File: src/rtl/clk_period_meter.sv
// Measures the period and high time of a slow clock clk_in, counted in clk cycles.
// state | meaning
// IDLE  | measurement disabled, waiting for meas_en
// ARM   | waiting for the tick that starts a period
// MEAS  | counting cycles (and high cycles) until the next tick
// HOLD  | result presented on period/high_time until valid&&ready
module clk_period_meter #(
  parameter int          SYNC_STAGES = 2,
  parameter int          CNT_W       = 32,
  parameter int unsigned TIMEOUT     = 200_000_000
) (
  input  logic             clk,
  input  logic             rst_n,
  input  logic             clk_in,
  input  logic             meas_en,
  input  logic             ready,
  output logic             tick,
  output logic [CNT_W-1:0] period,
  output logic [CNT_W-1:0] high_time,
  output logic             valid,
  output logic             timeout
);

  localparam logic [1:0] S_IDLE = 2'd0;
  localparam logic [1:0] S_ARM  = 2'd1;
  localparam logic [1:0] S_MEAS = 2'd2;
  localparam logic [1:0] S_HOLD = 2'd3;

  localparam logic [CNT_W-1:0] CNT_ONE = CNT_W'(1);
  localparam logic [CNT_W-1:0] CNT_MAX = '1;

  logic [SYNC_STAGES-1:0] sync_q, sync_d;
  logic [SYNC_STAGES-1:0] fill_q, fill_d;
  logic                   seen_low_q, seen_low_d;
  logic                   lvl_q, lvl_d;
  logic                   tick_q, tick_d;
  logic [1:0]             state_q, state_d;
  logic [CNT_W-1:0]       cnt_q, cnt_d;
  logic [CNT_W-1:0]       hcnt_q, hcnt_d;
  logic [CNT_W-1:0]       period_q, period_d;
  logic [CNT_W-1:0]       high_q, high_d;
  logic                   valid_q, valid_d;
  logic                   timeout_q, timeout_d;
  logic                   en_q, en_d;
  logic                   sync_lvl;
  logic                   sync_real;
  logic                   timeout_hit;

  // fill_q marks when the synchronizer output carries a real sample rather than
  // its reset zero; a tick needs a real low first, so a clk_in already high at
  // reset release never produces one.
  always_comb begin
    sync_d     = {sync_q[SYNC_STAGES-2:0], clk_in};
    fill_d     = {fill_q[SYNC_STAGES-2:0], 1'b1};
    sync_lvl   = sync_q[SYNC_STAGES-1];
    sync_real  = fill_q[SYNC_STAGES-1];
    seen_low_d = seen_low_q | (sync_real & ~sync_lvl);
    lvl_d      = sync_lvl;
    tick_d     = sync_lvl & ~lvl_q & seen_low_q;
  end

  assign timeout_hit = (64'(cnt_q) == 64'(TIMEOUT));

  always_comb begin
    state_d   = state_q;
    cnt_d     = cnt_q;
    hcnt_d    = hcnt_q;
    period_d  = period_q;
    high_d    = high_q;
    valid_d   = valid_q;
    timeout_d = timeout_q;
    en_d      = meas_en;

    if (meas_en && !en_q) timeout_d = 1'b0;

    if (!meas_en) begin
      state_d = S_IDLE;
      valid_d = 1'b0;
      cnt_d   = '0;
      hcnt_d  = '0;
    end else begin
      case (state_q)
        S_IDLE: state_d = S_ARM;
        S_ARM: begin
          if (tick_q) begin
            state_d = S_MEAS;
            cnt_d   = CNT_ONE;
            hcnt_d  = lvl_q ? CNT_ONE : '0;
          end
        end
        S_MEAS: begin
          // a tick on the timeout cycle still completes the measurement
          if (tick_q) begin
            period_d = cnt_q;
            high_d   = hcnt_q;
            valid_d  = 1'b1;
            state_d  = S_HOLD;
          end else if (timeout_hit) begin
            timeout_d = 1'b1;
            cnt_d     = '0;
            hcnt_d    = '0;
            state_d   = S_ARM;
          end else begin
            cnt_d = (cnt_q == CNT_MAX) ? cnt_q : cnt_q + CNT_ONE;
            if (lvl_q && (hcnt_q != CNT_MAX)) hcnt_d = hcnt_q + CNT_ONE;
          end
        end
        S_HOLD: begin
          if (ready) begin
            valid_d = 1'b0;
            state_d = S_ARM;
          end
        end
        default: state_d = S_IDLE;
      endcase
    end
  end

  always_ff @(posedge clk or negedge rst_n) begin
    if (!rst_n) begin
      sync_q     <= '0;
      fill_q     <= '0;
      seen_low_q <= 1'b0;
      lvl_q      <= 1'b0;
      tick_q     <= 1'b0;
      state_q    <= S_IDLE;
      cnt_q      <= '0;
      hcnt_q     <= '0;
      period_q   <= '0;
      high_q     <= '0;
      valid_q    <= 1'b0;
      timeout_q  <= 1'b0;
      en_q       <= 1'b0;
    end else begin
      sync_q     <= sync_d;
      fill_q     <= fill_d;
      seen_low_q <= seen_low_d;
      lvl_q      <= lvl_d;
      tick_q     <= tick_d;
      state_q    <= state_d;
      cnt_q      <= cnt_d;
      hcnt_q     <= hcnt_d;
      period_q   <= period_d;
      high_q     <= high_d;
      valid_q    <= valid_d;
      timeout_q  <= timeout_d;
      en_q       <= en_d;
    end
  end

  assign tick      = tick_q;
  assign period    = period_q;
  assign high_time = high_q;
  assign valid     = valid_q;
  assign timeout   = timeout_q;

endmodule

File: config.mk
export PLATFORM = sky130hd
export DESIGN_NAME = clk_period_meter
export DESIGN_NICKNAME = d
export VERILOG_FILES = /design/src/rtl/clk_period_meter.sv
export SDC_FILE = /design/constraint.sdc
export NUM_CORES = 1
export LEC_CHECK = 0
export CAP_MARGIN = 10
export CORE_MARGIN = 4
export CORE_UTILIZATION = 45
export DETAILED_ROUTE_END_ITERATION = 16
export PLACE_DENSITY_LB_ADDON = 0.08
export SLEW_MARGIN = 40
export SYNTH_ARGS = -nofsm -noshare
export SYNTH_HDL_FRONTEND = slang
export SYNTH_SLANG_ARGS = --single-unit
File: constraint.sdc
create_clock -name clk -period 2.1 [get_ports clk]
set_input_delay 0.315 -clock clk [delete_from_list [all_inputs] [get_ports clk]]
set_output_delay 0.315 -clock clk [all_outputs]
set_load 0.05 [all_outputs]
==> results.yml <==
global_routing:
  grt_pass1_wl_um: 32400
  grt_start_max_net_pins: 51
  grt_pass1_vias: 6473
  grt_antenna_before_repair: 0
  grt.total_usage_pct: 22.5
  gr-total-overflow: 0
clock_tree:
  cts_made_buffers: 17
  cts_max_path_buffers: 2
  htree_levels: 4
  clkSinkCount: 140
  clkSlewWorstSetupHoldPaths_ns: 0.06
  root_buffer: "clkbuf_16"
  clk_latency_ns: 0.43
  cts_tree: "done"
detailed_routing:
  wl_per_cell_um: 19.1
  drt-total-wl_um: 21300
  ant_nets: 0
  vias: 6687
  viasPerCell: 6.01
  dr.pass1.iters: 5
  first_iter_violations: 517
  drc: 0
power_and_ir_drop:
  swShare_pct: 24.7
  power_per_cell_area_nw_per_um2: 647
  p_switching_w: 0.00167
  combPwrFrac_pct: 12.8
  clkPwrFrac_pct: 46.0
  irDropWorstVdd_uv: 610
  p_seq_share_pct: 41.1
  p_leak_nw: 4.70
  p_int_w: 0.00508
synth:
  synth_cell_types: 57
  ys_top_cells_by_area: "dfrtp_1 51%, mux2_2 8.0%, o21ai_0 4.6%"
  yosys.area_share.simple_pct: 20.6
  ys_seq_area_share_pct: 51.0
  synth_top_area_share_pct: 51.0
  synth_cells: 689
  avgSynthCellArea_um2: 9.97
  synth_warnings: 0
  synth-edff-count: 0
  syn_nets: 700
  synthMuxAreaShare_pct: 8.33
  yosys.area.top_type: "dfrtp_1"
  synth-compound-area-share_pct: 15.1
  synthesis.area_um2: 6870
  synth.ff_latch_count: 140
  synth_fa_ha_area_share_pct: 1.09
  postSynth.asyncResetShare_pct: 100
  synth_xor_area_share_pct: 0
  synth_flop_cell: "dfrtp_1"
  synth_top_family_by_area: "simple AND/OR/NAND/NOR gates"
critical_path:
  cp_cell_sequence: "or3_4 -> or4_4 -> nor4_4 -> buf_6 -> or3_4 -> buf_8 -> buf_6 -> or3_1 -> nand3_1"
  crit_buf_inv: 3
  slowest_delay_ns: 0.43
  worst_setup_path_start_kind: "flip-flop"
  crit_arrival_ns: 2.68
  cp_max_fo: 6
  rr_endpoint: "hcnt_q[7]"
  worstSetupPathType: "flip-flop to flip-flop"
  crit_family: "simple AND/OR/NAND/NOR gates"
  r2r_slack_ns: -0.28
  cpMaxStageDelayCell: "or4_4"
  end_kind: "flip-flop"
  ff2ff_path_depth: 9
  required_ns: 2.40
  r2r_start: "cnt_q[4]"
finish:
  layout.cells.non_filler: 1113
  drive_gt1_share_pct: 37.0
  n_antenna_cell: 0
  final_util_pct: 70.8
  nets: 927
  final_cell_mix: "139 x dfrtp_1, 137 x buf_4, 69 x clkdlybuf4s50_1, 67 x nand2_1, 49 x mux2_2"
  design_area_um2: 10400
  fillCellCount: 1035
  syn_to_final_growth_pct: 52.1
  layout_commonest_cell: "dfrtp_1"
floorplanning:
  core_um2: 14800
  die-area_um2: 17300
  die_h_um: 132
  ioPinCount: 72
  rows: 44
  initial_core_util_pct: 46.5
  fp.dieW_um: 132
timing:
  fin_ws_ns: -0.278
  clock_skew_ns: 0.00904
  period_needed_ns: 2.38
  timing.slew.headroom_pct: 60.2
  rsz0062_at_grt: "yes"
  slew_viol_final: 0
  tightest_slew_ns: 0.592
  min_period_over_period_pct: 113
  setup_viol: 66
  hold_viol_final: 0
  fmax_ghz: 0.421
placed_design:
  globalplace.congestion: 0.944
  hpwl_um: 13600
  io_buffer_count: 71
  dpl-instance-area_um2: 8860
  dp_worst_setup_slack_ns: -0.420
  placed_cells: 1044
worst_hold_path:
  min_path_cells: 1
  holdCritPathClass: "primary input to flip-flop"
  hold_end: "sync_q[0]"
  worstHoldStart: "clk_in"
run_status:
  status: "complete, but fails checks"
  failed_checks: "negative setup slack"
flow_run:
  drv_cap: 0
per-layer routing:
metal	share of wire (%)	track usage [%]	up-vias
met5	0	0	-
met4	2.4	7.88	0
met2	51	39.2	250
li1	-	-	3037
met3	4.6	3.78	52
met1	42	28.5	3348
worst reg2reg max path, delay by kind of cell (launching register included):
kind	cells	cell delay, ns
AND/OR/NAND/NOR	6	1.41
flip-flops	1	0.38
buffers and inverters	3	0.45
worst max-delay path by stage:
| stage | from | end | slack (ns) | depth (start not counted) |
|---|---|---|---|---|
| final | cnt_q[4] | hcnt_q[7] | -0.28 | 9 |
| after global routing | cnt_q[0] | cnt_q[30] | -0.37 | 9 |
| after CTS | cnt_q[4] | state_q[1] | -0.40 | 7 |
| after detailed placement | cnt_q[4] | state_q[1] | -0.42 | 7 |
| after global placement | cnt_q[11] | state_q[1] | -0.35 | 8 |
| after floorplan | cnt_q[4] | state_q[1] | -0.16 | 7 |
flip-flops by register name, summed over array words and instances (netlist names):
signal      count
seen_low_q      1
cnt_q          32
lvl_q           1
en_q            1
state_q         2
high_time      32
period         32
sync_q          2
hcnt_q         32
valid           1
timeout         1
tick            1
fill_q          2
what timing repair did:
| action | in CTS | in global routing |
|---|---|---|
| resized for setup | 53 | 119 |
| hold endpoints to repair | 48 | 0 |
| cloned | 0 | 7 |
| buffers inserted | 7 | 24 |
| endpoints found under the setup margin | 67 | 66 |
| hold buffers | 1 | 0 |
| pin swaps | 6 | 53 |
per-stage QoR:
stage                     setup TNS, ns  hold WS (ns)  power, W
after floorplan                   -1.43        0.0194   0.00314
after global placement           -16.65         0.275   0.00345
after detailed placement         -20.20         0.286   0.00346
after CTS                        -19.25         0.319   0.00659
after global routing             -15.74         0.323   0.00698
final                            -11.38         0.332   0.00676
synthesized netlist by cell type, types with 4 or more instances:
library cell	number
a211oi_1	10
nand2b_1	4
or3_1	16
o221ai_1	4
mux2_2	49
clkbuf_1	30
nand3_1	50
nor3_1	18
and3_1	14
o21ai_0	63
nand4_1	22
and2_1	6
a21o_1	5
nor4_1	9
dfrtp_1	140
a21oi_1	19
a311oi_1	5
o31ai_1	10
nor2_1	19
nand2_1	73
inv_1	25
a31oi_1	6
o41ai_1	4
or4_1	13
o211ai_1	8
buf_2	8
and4_1	10
nor4b_1	4
ha_1	6
power groups by stage:
stage | Sequential (W) | Clock, W | Combinational (W)
3_5_place_dp | 0.00282 | 0 | 0.000645
3_3_place_gp | 0.00282 | 0 | 0.000630
6_report | 0.00278 | 0.00311 | 0.000866
2_1_floorplan | 0.00288 | 0 | 0.000257
4_1_cts | 0.00277 | 0.00314 | 0.000676
5_1_grt | 0.00278 | 0.00327 | 0.000927
cell type report:
cell class / count / area (µm²) / share of cell area [%]
clock buffers: 22 / 474 / 4.54
clock inverters: 10 / 140 / 1.34
repair buffers: 248 / 2390 / 22.9
well taps: 184 / 230 / 2.20
inverters: 25 / 96.3 / 0.922
flip-flops and latches: 140 / 3500 / 33.6
multi-input cells: 484 / 3610 / 34.6
kinds of logic (layout without fill, tap and decap cells):
group,count (synthesis),count (layout)
compound gates,160,160
buf+inv,65,305
flops,140,140
mux,51,51
other cells,1,1
simple gates,266,266
fa+ha+maj,6,6
Power figures use the tool's default switching activity.
